## src/rtl/scoreboard_hazard_unit_if.sv

```systemverilog
// Decode/writeback/completion bundle for the scoreboard hazard unit.
// The master modport is the pipeline side and the slave modport is the hazard unit.
interface scoreboard_hazard_unit_if #(
  parameter int MAX_OUT = 4,
  parameter int RW      = 5
);
  localparam int OW = $clog2(MAX_OUT + 1);

  logic          issue_valid;
  logic [RW-1:0] issue_rs1, issue_rs2;
  logic          issue_use_rs1, issue_use_rs2;
  logic [RW-1:0] issue_rd;
  logic          issue_reg_wr;
  logic          issue_long;
  logic          wb_valid;
  logic [RW-1:0] wb_rd;
  logic          wb_reg_wr;
  logic          complete_valid;
  logic [RW-1:0] complete_rd;
  logic          br_taken;
  logic          epc_taken;
  logic          drain_req;
  logic          stall;
  logic          flush;
  logic [1:0]    forw_a, forw_b;
  logic [OW-1:0] outstanding;
  logic          drain_busy;
  logic          seq_err;

  modport master (
    output issue_valid, issue_rs1, issue_rs2, issue_use_rs1, issue_use_rs2,
           issue_rd, issue_reg_wr, issue_long, wb_valid, wb_rd, wb_reg_wr,
           complete_valid, complete_rd, br_taken, epc_taken, drain_req,
    input  stall, flush, forw_a, forw_b, outstanding, drain_busy, seq_err
  );

  modport slave (
    input  issue_valid, issue_rs1, issue_rs2, issue_use_rs1, issue_use_rs2,
           issue_rd, issue_reg_wr, issue_long, wb_valid, wb_rd, wb_reg_wr,
           complete_valid, complete_rd, br_taken, epc_taken, drain_req,
    output stall, flush, forw_a, forw_b, outstanding, drain_busy, seq_err
  );
endinterface

```

## src/rtl/scoreboard_hazard_unit.sv

```systemverilog
// Scoreboard hazard unit: a per-register busy scoreboard plus an in-order
// destination FIFO for variable-latency long ops. It produces decode stall,
// operand forwarding selects, flush, and a drain indication.

// Per-source check: RAW hit against the scoreboard and forwarding select.
// Index 0 never hits and is never forwarded.
module sb_src_check #(
  parameter int RW = 5
) (
  input  logic [RW-1:0] rs,
  input  logic          use_rs,
  input  logic          busy_rs,
  input  logic          wb_en,
  input  logic [RW-1:0] wb_rd,
  input  logic          cv,
  input  logic [RW-1:0] crd,
  output logic          raw,
  output logic [1:0]    forw
);
  logic nz, cv_hit;
  assign nz     = (rs != '0);
  assign cv_hit = cv & (crd == rs);
  assign raw    = use_rs & nz & busy_rs & ~cv_hit;

  // Writeback ALU result beats completion data; regfile otherwise.
  always_comb begin
    forw = 2'b00;
    if (nz && wb_en && wb_rd == rs) forw = 2'b01;
    else if (nz && cv_hit)          forw = 2'b10;
  end
endmodule

module scoreboard_hazard_unit #(
  parameter int NREG    = 32,
  parameter int MAX_OUT = 4,
  parameter int RW      = 5
) (
  input logic clk,
  input logic rst,
  scoreboard_hazard_unit_if.slave io
);
  localparam int OW = $clog2(MAX_OUT + 1);
  localparam int PW = $clog2(MAX_OUT);

  logic [NREG-1:0]      busy;
  logic [RW-1:0]        fifo_q [MAX_OUT];
  logic [PW-1:0]        wr_ptr, rd_ptr;
  logic [OW-1:0]        cnt;
  logic                 err_q;

  logic [1:0][RW-1:0]   srcs;
  logic [1:0]           uses, raws;
  logic [1:0][1:0]      forws;
  logic                 kill, fire, push, pop, waw, full, drain_busy, stall;
  logic                 cv_err;
  logic [NREG-1:0]      set_vec, clr_vec;

  assign srcs = {io.issue_rs2, io.issue_rs1};
  assign uses = {io.issue_use_rs2, io.issue_use_rs1};

  genvar g;
  generate
    for (g = 0; g < 2; g++) begin : g_src
      sb_src_check #(.RW(RW)) u_chk (
        .rs      (srcs[g]),
        .use_rs  (uses[g]),
        .busy_rs (busy[srcs[g]]),
        .wb_en   (io.wb_valid & io.wb_reg_wr),
        .wb_rd   (io.wb_rd),
        .cv      (io.complete_valid),
        .crd     (io.complete_rd),
        .raw     (raws[g]),
        .forw    (forws[g])
      );
    end
  endgenerate

  assign kill       = io.br_taken | io.epc_taken;
  assign waw        = io.issue_reg_wr & (io.issue_rd != '0) & busy[io.issue_rd]
                    & ~(io.complete_valid & (io.complete_rd == io.issue_rd));
  // A same-cycle completion frees a slot, so a full FIFO does not block.
  assign full       = io.issue_long & (cnt == OW'(MAX_OUT)) & ~io.complete_valid;
  assign drain_busy = io.drain_req & (cnt != '0);
  assign stall      = io.issue_valid & (|raws | waw | full | drain_busy);
  assign fire       = io.issue_valid & ~stall & ~kill;
  assign push       = fire & io.issue_long;
  // A completion with nothing outstanding is an error and is not popped.
  assign pop        = io.complete_valid & (cnt != '0);
  assign cv_err     = io.complete_valid
                    & ((cnt == '0) | (io.complete_rd != fifo_q[rd_ptr]));

  // Clear first, then set, so that an issue to the completing register keeps it busy.
  always_comb begin
    set_vec = '0;
    clr_vec = '0;
    if (push && io.issue_reg_wr && io.issue_rd != '0) set_vec[io.issue_rd] = 1'b1;
    if (io.complete_valid) clr_vec[io.complete_rd] = 1'b1;
  end

  // Scoreboard, pointers, occupancy, and sticky error flag.
  always_ff @(posedge clk or posedge rst) begin
    if (rst) begin
      busy   <= '0;
      wr_ptr <= '0;
      rd_ptr <= '0;
      cnt    <= '0;
      err_q  <= 1'b0;
    end else begin
      busy <= (busy & ~clr_vec) | set_vec;
      if (push) wr_ptr <= wr_ptr + 1'b1;
      if (pop)  rd_ptr <= rd_ptr + 1'b1;
      case ({push, pop})
        2'b10:   cnt <= cnt + 1'b1;
        2'b01:   cnt <= cnt - 1'b1;
        default: cnt <= cnt;
      endcase
      if (cv_err) err_q <= 1'b1;
    end
  end

  // Destination FIFO storage. Stores and x0 targets push the sentinel 0.
  always_ff @(posedge clk) begin
    if (push) fifo_q[wr_ptr] <= (io.issue_reg_wr) ? io.issue_rd : '0;
  end

  assign io.stall       = stall;
  assign io.flush       = kill | rst;
  assign io.forw_a      = forws[0];
  assign io.forw_b      = forws[1];
  assign io.outstanding = cnt;
  assign io.drain_busy  = drain_busy;
  assign io.seq_err     = err_q;
endmodule

```

## src/flat_wrapper.sv

```systemverilog
// flat-port wrapper written by rule: the top's interface ports become plain ports
module scoreboard_hazard_unit_flat 
#(
  parameter int NREG    = 32,
  parameter int MAX_OUT = 4,
  parameter int RW      = 5
)
  (clk, rst, io_issue_valid, io_issue_rs1, io_issue_rs2, io_issue_use_rs1, io_issue_use_rs2, io_issue_rd, io_issue_reg_wr, io_issue_long, io_wb_valid, io_wb_rd, io_wb_reg_wr, io_complete_valid, io_complete_rd, io_br_taken, io_epc_taken, io_drain_req, io_stall, io_flush, io_forw_a, io_forw_b, io_outstanding, io_drain_busy, io_seq_err);
  scoreboard_hazard_unit_if #(.MAX_OUT(MAX_OUT), .RW(RW)) io_i ();
  input logic clk;
  input logic rst;
  input wire logic [$bits(io_i.issue_valid)-1:0] io_issue_valid;
  input wire logic [$bits(io_i.issue_rs1)-1:0] io_issue_rs1;
  input wire logic [$bits(io_i.issue_rs2)-1:0] io_issue_rs2;
  input wire logic [$bits(io_i.issue_use_rs1)-1:0] io_issue_use_rs1;
  input wire logic [$bits(io_i.issue_use_rs2)-1:0] io_issue_use_rs2;
  input wire logic [$bits(io_i.issue_rd)-1:0] io_issue_rd;
  input wire logic [$bits(io_i.issue_reg_wr)-1:0] io_issue_reg_wr;
  input wire logic [$bits(io_i.issue_long)-1:0] io_issue_long;
  input wire logic [$bits(io_i.wb_valid)-1:0] io_wb_valid;
  input wire logic [$bits(io_i.wb_rd)-1:0] io_wb_rd;
  input wire logic [$bits(io_i.wb_reg_wr)-1:0] io_wb_reg_wr;
  input wire logic [$bits(io_i.complete_valid)-1:0] io_complete_valid;
  input wire logic [$bits(io_i.complete_rd)-1:0] io_complete_rd;
  input wire logic [$bits(io_i.br_taken)-1:0] io_br_taken;
  input wire logic [$bits(io_i.epc_taken)-1:0] io_epc_taken;
  input wire logic [$bits(io_i.drain_req)-1:0] io_drain_req;
  output wire logic [$bits(io_i.stall)-1:0] io_stall;
  output wire logic [$bits(io_i.flush)-1:0] io_flush;
  output wire logic [$bits(io_i.forw_a)-1:0] io_forw_a;
  output wire logic [$bits(io_i.forw_b)-1:0] io_forw_b;
  output wire logic [$bits(io_i.outstanding)-1:0] io_outstanding;
  output wire logic [$bits(io_i.drain_busy)-1:0] io_drain_busy;
  output wire logic [$bits(io_i.seq_err)-1:0] io_seq_err;
  assign io_i.issue_valid = io_issue_valid;
  assign io_i.issue_rs1 = io_issue_rs1;
  assign io_i.issue_rs2 = io_issue_rs2;
  assign io_i.issue_use_rs1 = io_issue_use_rs1;
  assign io_i.issue_use_rs2 = io_issue_use_rs2;
  assign io_i.issue_rd = io_issue_rd;
  assign io_i.issue_reg_wr = io_issue_reg_wr;
  assign io_i.issue_long = io_issue_long;
  assign io_i.wb_valid = io_wb_valid;
  assign io_i.wb_rd = io_wb_rd;
  assign io_i.wb_reg_wr = io_wb_reg_wr;
  assign io_i.complete_valid = io_complete_valid;
  assign io_i.complete_rd = io_complete_rd;
  assign io_i.br_taken = io_br_taken;
  assign io_i.epc_taken = io_epc_taken;
  assign io_i.drain_req = io_drain_req;
  assign io_stall = io_i.stall;
  assign io_flush = io_i.flush;
  assign io_forw_a = io_i.forw_a;
  assign io_forw_b = io_i.forw_b;
  assign io_outstanding = io_i.outstanding;
  assign io_drain_busy = io_i.drain_busy;
  assign io_seq_err = io_i.seq_err;
  scoreboard_hazard_unit #(.NREG(NREG), .MAX_OUT(MAX_OUT), .RW(RW)) u_core (.clk(clk), .rst(rst), .io(io_i));
endmodule
```

## config.mk

```make
export PLATFORM = sky130hd
export DESIGN_NAME = scoreboard_hazard_unit_flat
export DESIGN_NICKNAME = d
export VERILOG_FILES = /design/src/rtl/scoreboard_hazard_unit_if.sv /design/src/rtl/scoreboard_hazard_unit.sv /design/src/flat_wrapper.sv
export SDC_FILE = /design/constraint.sdc
export NUM_CORES = 1
export LEC_CHECK = 0
export CAP_MARGIN = 20
export CORE_ASPECT_RATIO = 2
export CORE_MARGIN = 4
export CORE_UTILIZATION = 61
export DETAILED_ROUTE_END_ITERATION = 10
export GPL_TIMING_DRIVEN = 0
export HOLD_SLACK_MARGIN = 0.15
export PLACE_DENSITY = 0.86
export SLEW_MARGIN = 20
export SYNTH_ARGS = -nofsm -noshare
export SYNTH_HDL_FRONTEND = slang
export SYNTH_HIERARCHICAL = 1
export SYNTH_SLANG_ARGS = --single-unit
```

## constraint.sdc

```tcl
create_clock -name clk -period 9.9 [get_ports clk]
set_input_delay 1.98 -clock clk [delete_from_list [all_inputs] [get_ports clk]]
set_output_delay 1.98 -clock clk [all_outputs]
set_load 0.02 [all_outputs]
```

==> impl_metrics.yaml, run 1 <==
run_status:
  status: "finished clean"
cells_and_area:
  design_area_sq_um: 5080
  final_cell_mix: "46 x clkdlybuf4s50_1, 40 x dfrtp_1, 31 x o31ai_1, 31 x o21ai_0, 25 x mux4_2"
  n_antenna_cell: 0
  fin_cells: 510
  final_common_cell: "clkdlybuf4s50_1"
  multi_input_area_sq_um: 2400
  area_growth_pct: 20.9
  fillerInstances: 460
  nNetsFinal: 461
  drive_gt1_frac: 0.192
  final-seq-area_sq_um: 1600
pwr:
  power_per_cell_area_nw_per_um2: 159
  p_leak_nw: 1.88
  ir_drop_uv: 189
  total_power_w: 0.000806
logic_synthesis:
  synthTopCellsByArea: "dfrtp_1 24%, edfxtp_1 14%, mux4_2 13%"
  yosys_warnings: 6
  ys_seq_elements: 60
  ys_seq_area_frac: 0.381
  synth_top_area_frac: 0.238
  syn_area_per_cell_sq_um: 11.7
  syn_inst: 359
  yosysTopAreaCell: "dfrtp_1"
  synth_nets: 403
  synth_enable_flop_cells: 20
  synthFlopType: "dfrtp_1"
  synth_cell_types: 57
  syn_area_sq_um: 4200
  async_flop_share: 0.667
worst_setup_path:
  crit_required_ns: 7.92
  max_stage_delay_ns: 0.60
  ff2ff_path_depth: 9
  critical-path-top-delay-family: "buffers and inverters"
  cp.depth: 11
  crit_path_start: "io_issue_rs2[0]"
  path_buf_inv: 4
  crit_chain: "clkdlybuf4s50_1 > buf_2 > mux4_2 > mux4_2 > mux2_2 > nand2_1 > nor3_1 > or2_2 > clkbuf_1 > o31a_1 > clkdlybuf4s50_1"
  crit_path_max_fanout: 8
  critPathKind: "in2out"
  endpoint_kind: "output pin"
  ff2ff_setup_slack_ns: 5.93
  cp.arrival_ns: 5.79
  rr_startpoint: "u_core/busy[15]"
  reg2reg_to: "u_core/fifo_q[0][1]"
  crit_end: "io_stall"
  cp_slowest_cell: "clkdlybuf4s50_1"
  worstSetupStartpointType: "input port"
floorplan:
  core_sq_um: 6670
  die-area_sq_um: 8360
  start_util: 0.629
  io_pins: 49
  rows: 42
  die_w_microns: 66.7
  die_y_microns: 125
timing:
  worst_clock_skew_ns: 0.00284
  fin_tns_setup_ns: 0
  worst_pin_slew_ns: 0.935
  setup_ws_ns: 2.13
  finalSetupViolCount: 0
  finalHoldViolCount: 0
  slew_headroom: 0.375
  max_freq_mhz: 129
  drv_slew: 0
  layout_min_cycle_time_ns: 7.77
  fin_crit_sh: 0.785
  rsz0062_at_grt: "no"
cts:
  clk_pin_slew_ns: 0.05
  cts_hold_buffers: 0
  cts_resized: 0
  root_buffer: "clkbuf_16"
  post_cts_buffers: 0
  clock_latency_ns: 0.33
  cts_tree: "done"
  cts_buffers: 9
  htree_num_levels: 3
  clock_sinks: 60
  clockBufferDepth: 2
global_routing:
  globalRouteMet1Util: 0.343
  use_met2: 0.549
  grt_most_used_layer: "met2"
  grtUsageTotal: 0.336
  gr-usage-met3: 0.0916
  grt_pass1_vias: 3836
  grt_max_degree: 33
  grt_overflow: 0
  antenna_found_initial: 0
  grt_pass1_wl_mm: 20.4
place:
  port_buffers: 46
  gp_congestion: 0.891
  dp_cells: 494
  hpwl_mm: 9.51
  placed_cell_area_sq_um: 4790
  pre_cts_ws_ns: 2.16
hold_path:
  hold_class: "reg2reg"
detailed_routing:
  vias: 3631
  drtIter0Drc: 414
  post_drt_wl_per_cell_microns: 25.1
  wirelength_mm: 12.8
  detail-route-antenna-nets: 0
  dr.pass1.iters: 5
  vias_per_cell: 7.12
  drc: 0
flow_run:
  maxCapViolations: 0
cell families (layout without fill, tap and decap cells):
| family | Yosys count | after routing | synth area share |
|---|---|---|---|
| adders and majority gates | 6 | 6 | 0.0197 |
| AOI/OAI and AO/OA | 86 | 86 | 0.147 |
| muxes | 44 | 44 | 0.180 |
| and+or+nand+nor | 93 | 93 | 0.153 |
| buffers and inverters | 35 | 98 | 0.0468 |
| DFF | 60 | 60 | 0.381 |
| xor gates and xnor gates | 35 | 35 | 0.0730 |
metal layers:
layer	vias to the layer above	wire [microns]
met4	0	1300
met2	281	6540
li1	1524	-
met1	1721	3880
met5	-	0
met3	105	1070
flip-flops by register name, summed over array words and instances, names as in the netlist:
| signal | count |
|---|---|
| u_core/fifo_q | 20 |
| u_core/busy | 32 |
| u_core/io.outstanding | 3 |
| u_core/wr_ptr | 2 |
| u_core/io.seq_err | 1 |
| u_core/rd_ptr | 2 |
cells in the mapped netlist, types with 3 or more instances:
| master | number |
|---|---|
| buf_2 | 6 |
| clkbuf_1 | 12 |
| nor4_2 | 3 |
| nand3_1 | 10 |
| xor2_1 | 23 |
| nand2_1 | 10 |
| mux4_2 | 25 |
| nand2b_1 | 3 |
| nor3b_1 | 4 |
| nand3b_1 | 13 |
| or3b_2 | 5 |
| xnor2_1 | 12 |
| and2_1 | 8 |
| nand4_1 | 3 |
| ha_1 | 5 |
| buf_6 | 5 |
| dfrtp_1 | 40 |
| mux2i_1 | 17 |
| edfxtp_1 | 20 |
| nor3_1 | 4 |
| or3b_1 | 4 |
| inv_1 | 8 |
| or3_1 | 3 |
| o21ai_0 | 31 |
| nor2_1 | 4 |
| nor4_1 | 5 |
| o31ai_1 | 31 |
| o221ai_1 | 5 |
power breakdown:
group          leakage, nW  switching [W]  total [W]  internal, W
clock                0.133       0.000108   0.000302     0.000193
combinational         1.03       0.000119   0.000219     0.000101
sequential           0.714      0.0000126   0.000285     0.000273
worst min-delay path by stage:
stage / start / endpoint / slack, ns / depth (start not counted)
6_report: u_core/io.outstanding[2] / u_core/io.outstanding[2] / 0.48 / 1
5_1_grt: u_core/io.outstanding[2] / u_core/io.outstanding[2] / 0.52 / 1
4_1_cts: u_core/io.outstanding[2] / u_core/io.outstanding[2] / 0.48 / 1
3_5_place_dp: u_core/io.outstanding[2] / u_core/io.outstanding[2] / 0.47 / 1
3_3_place_gp: u_core/io.seq_err / u_core/io.seq_err / 0.45 / 1
2_1_floorplan: u_core/busy[0] / u_core/busy[0] / 0.49 / 1
cell type report:
| cell class | count | share of cell area |
|---|---|---|
| plain buffers | 27 | 0.0328 |
| flip-flops and latches | 60 | 0.316 |
| inverters | 8 | 0.00592 |
| clock buffers | 11 | 0.0458 |
| repair buffers | 47 | 0.0947 |
| well taps | 88 | 0.0217 |
| clock inverters | 5 | 0.0106 |
| multi-input cells | 264 | 0.473 |
stage by stage:
| stage | util | hold slack (ns) |
|---|---|---|
| floorplan | - | 0.492 |
| global placement | 0.715 | 0.448 |
| detailed placement | 0.718 | 0.475 |
| CTS | 0.761 | 0.484 |
| global route | 0.761 | 0.516 |
| finish | 0.761 | 0.480 |
Power figures use the tool's default switching activity.
==> run 2, diff against run 1 <==
--- a/config.mk
+++ b/config.mk
@@ -8,11 +8,11 @@
 export CAP_MARGIN = 20
 export CORE_ASPECT_RATIO = 2
 export CORE_MARGIN = 4
-export CORE_UTILIZATION = 61
+export CORE_UTILIZATION = 51
 export DETAILED_ROUTE_END_ITERATION = 10
 export GPL_TIMING_DRIVEN = 0
 export HOLD_SLACK_MARGIN = 0.15
-export PLACE_DENSITY = 0.86
+export PLACE_DENSITY = 0.77
 export SLEW_MARGIN = 20
 export SYNTH_ARGS = -nofsm -noshare
 export SYNTH_HDL_FRONTEND = slang
==> constraint.sdc (replaced) <==
create_clock -name clk -period 6.65 [get_ports clk]
set_input_delay 1.33 -clock clk [delete_from_list [all_inputs] [get_ports clk]]
set_output_delay 1.33 -clock clk [all_outputs]
set_load 0.02 [all_outputs]
==> run 2 against run 1 <==
Utilization down 12 points. Largest cell class unchanged. Largest power group unchanged. Critical path depth stayed put. Die area increased by 18%. Combinational power is 47% higher. Critical path type unchanged. Highest routed layer unchanged.
==> impl_metrics.yaml, run 2 (synthesis gave the netlist of run 1 again) <==
run_status:
  status: "finished clean"
cts:
  cts_buffers: 9
  cts_resized: 0
  cts_tree: "done"
  clock_sinks: 60
  post_cts_buffers: 0
  clk_pin_slew_ns: 0.05
  clock_latency_ns: 0.32
  clockBufferDepth: 2
  htree_num_levels: 3
  cts_hold_buffers: 0
  root_buffer: "clkbuf_16"
floorplan:
  io_pins: 49
  die_w_microns: 72.2
  start_util: 0.525
  die-area_sq_um: 9840
  rows: 46
  core_sq_um: 8000
  die_y_microns: 136
timing:
  fin_tns_setup_ns: 0
  max_freq_mhz: 153
  drv_slew: 0
  worst_hold_slack_ns: 0.492
  finalSetupViolCount: 0
  fin_crit_sh: 0.980
  rsz0062_at_grt: "no"
  layout_min_cycle_time_ns: 6.52
  slew_headroom: 0.419
  finalHoldViolCount: 0
  worst_pin_slew_ns: 0.869
  worst_clock_skew_ns: 0.00468
worst_setup_path:
  cp.arrival_ns: 5.19
  endpoint_kind: "output pin"
  crit_chain: "clkdlybuf4s50_1 > buf_2 > mux4_2 > mux4_2 > mux2_2 > nand2_1 > nor3_1 > or2_2 > clkbuf_1 > o31a_1 > clkdlybuf4s50_1"
  crit_path_max_fanout: 8
  max_stage_delay_ns: 0.66
  cp_slowest_cell: "clkdlybuf4s50_1"
  worstSetupStartpointType: "input port"
  crit_required_ns: 5.32
  critPathKind: "in2out"
global_routing:
  grt_overflow: 0
  grtUsageTotal: 0.278
  grt_max_degree: 33
  grt_pass1_wl_mm: 20.1
  grt_pass1_vias: 3742
  antenna_found_initial: 0
cells_and_area:
  regMostFlops: "u_core/busy"
  nNetsFinal: 461
  final_common_cell: "clkdlybuf4s50_1"
  n_antenna_cell: 0
  drive_gt1_frac: 0.194
  area_growth_pct: 21.4
  largest_reg_flops: 32
  fillerInstances: 662
  final_cell_mix: "46 x clkdlybuf4s50_1, 40 x dfrtp_1, 31 x o31ai_1, 31 x o21ai_0, 25 x mux4_2"
  final_core_util: 0.637
detailed_routing:
  vias: 3540
  post_drt_wl_per_cell_microns: 25.2
  drtIter0Drc: 346
  vias_per_cell: 6.83
  wirelength_mm: 13.1
  dr.pass1.iters: 6
  detail-route-antenna-nets: 0
  drc: 0
place:
  gp_congestion: 0.965
  port_buffers: 46
  hpwl_mm: 9.98
pwr:
  ir_drop_uv: 223
  power_per_cell_area_nw_per_um2: 235
  internal_power_w: 0.000845
  p_leak_nw: 1.88
  swShare: 0.294
  power_frac_seq: 0.355
  p_switching_w: 0.000352
  combPwrFrac: 0.270
  p_clk_frac: 0.375
hold_path:
  hold_class: "reg2reg"
flow_run:
  maxCapViolations: 0
run 2: changes by cell type in the layout (fill, tap and decap cells not counted):
cell,delta
clkbuf_4,+1
buf_2,-1
clkbuf_1,-1
clkinv_4,+2
clkinv_2,-1
run 2: worst paths after layout:
path | start | end | slack [ns] | cells after the start
max | io_issue_rs2[0] | io_stall | 0.13 | 11
min | u_core/io.seq_err | u_core/io.seq_err | 0.49 | 1
max reg2reg | u_core/busy[4] | u_core/io.outstanding[2] | 2.76 | 15
min reg2reg | u_core/io.seq_err | u_core/io.seq_err | 0.49 | 1
max in group asynchronous | rst | u_core/busy[16] | 4.93 | 3
min in group asynchronous | rst | u_core/io.outstanding[0] | 1.26 | 2
run 2: area by class of cell:
type	instances	area [sq um]	share of cell area
buffer	27	169	0.0331
clock buffer	10	229	0.0449
clock inverter	6	66.3	0.0130
inverter	8	30.0	0.00589
multi-input combinational	264	2400	0.471
sequential	60	1600	0.314
tap	96	120	0.0236
timing repair buffer	47	480	0.0943
run 2: power groups by stage:
stage | Combinational (W) | Sequential, W | Clock, W
after global routing | 0.000346 | 0.000427 | 0.000475
after floorplan | 0.000200 | 0.000437 | 0
after detailed placement | 0.000320 | 0.000431 | 0
after CTS | 0.000323 | 0.000424 | 0.000457
final | 0.000323 | 0.000425 | 0.000449
after global placement | 0.000311 | 0.000430 | 0
run 2: per-stage QoR:
| step | instances | setup WS [ns] | power, W | instance area [sq um] |
|---|---|---|---|---|
| floorplan | 359 | 1.63 | 0.000637 | 4200 |
| global placement | 501 | 0.161 | 0.000740 | 4780 |
| detailed placement | 502 | 0.135 | 0.000751 | 4800 |
| CTS | 518 | 0.114 | 0.00120 | 5090 |
| global route | 518 | 0.00445 | 0.00125 | 5100 |
| finish | 518 | 0.133 | 0.00120 | 5100 |
run 2: worst max-delay path, delay by kind of cell:
| family | cells | cell delay [ns] |
|---|---|---|
| AO/OA/AOI/OAI | 1 | 0.33 |
| buffers and inverters | 4 | 1.78 |
| multiplexers | 3 | 1.33 |
| AND/OR/NAND/NOR | 3 | 0.40 |
run 2: layer usage:
| metal | vias up | part of all wire | track usage |
|---|---|---|---|
| li1 | 1517 | - | - |
| met5 | - | 0 | 0 |
| met3 | 87 | 0.063 | 0.0577 |
| met2 | 232 | 0.54 | 0.511 |
| met1 | 1704 | 0.30 | 0.251 |
| met4 | 0 | 0.093 | 0.219 |
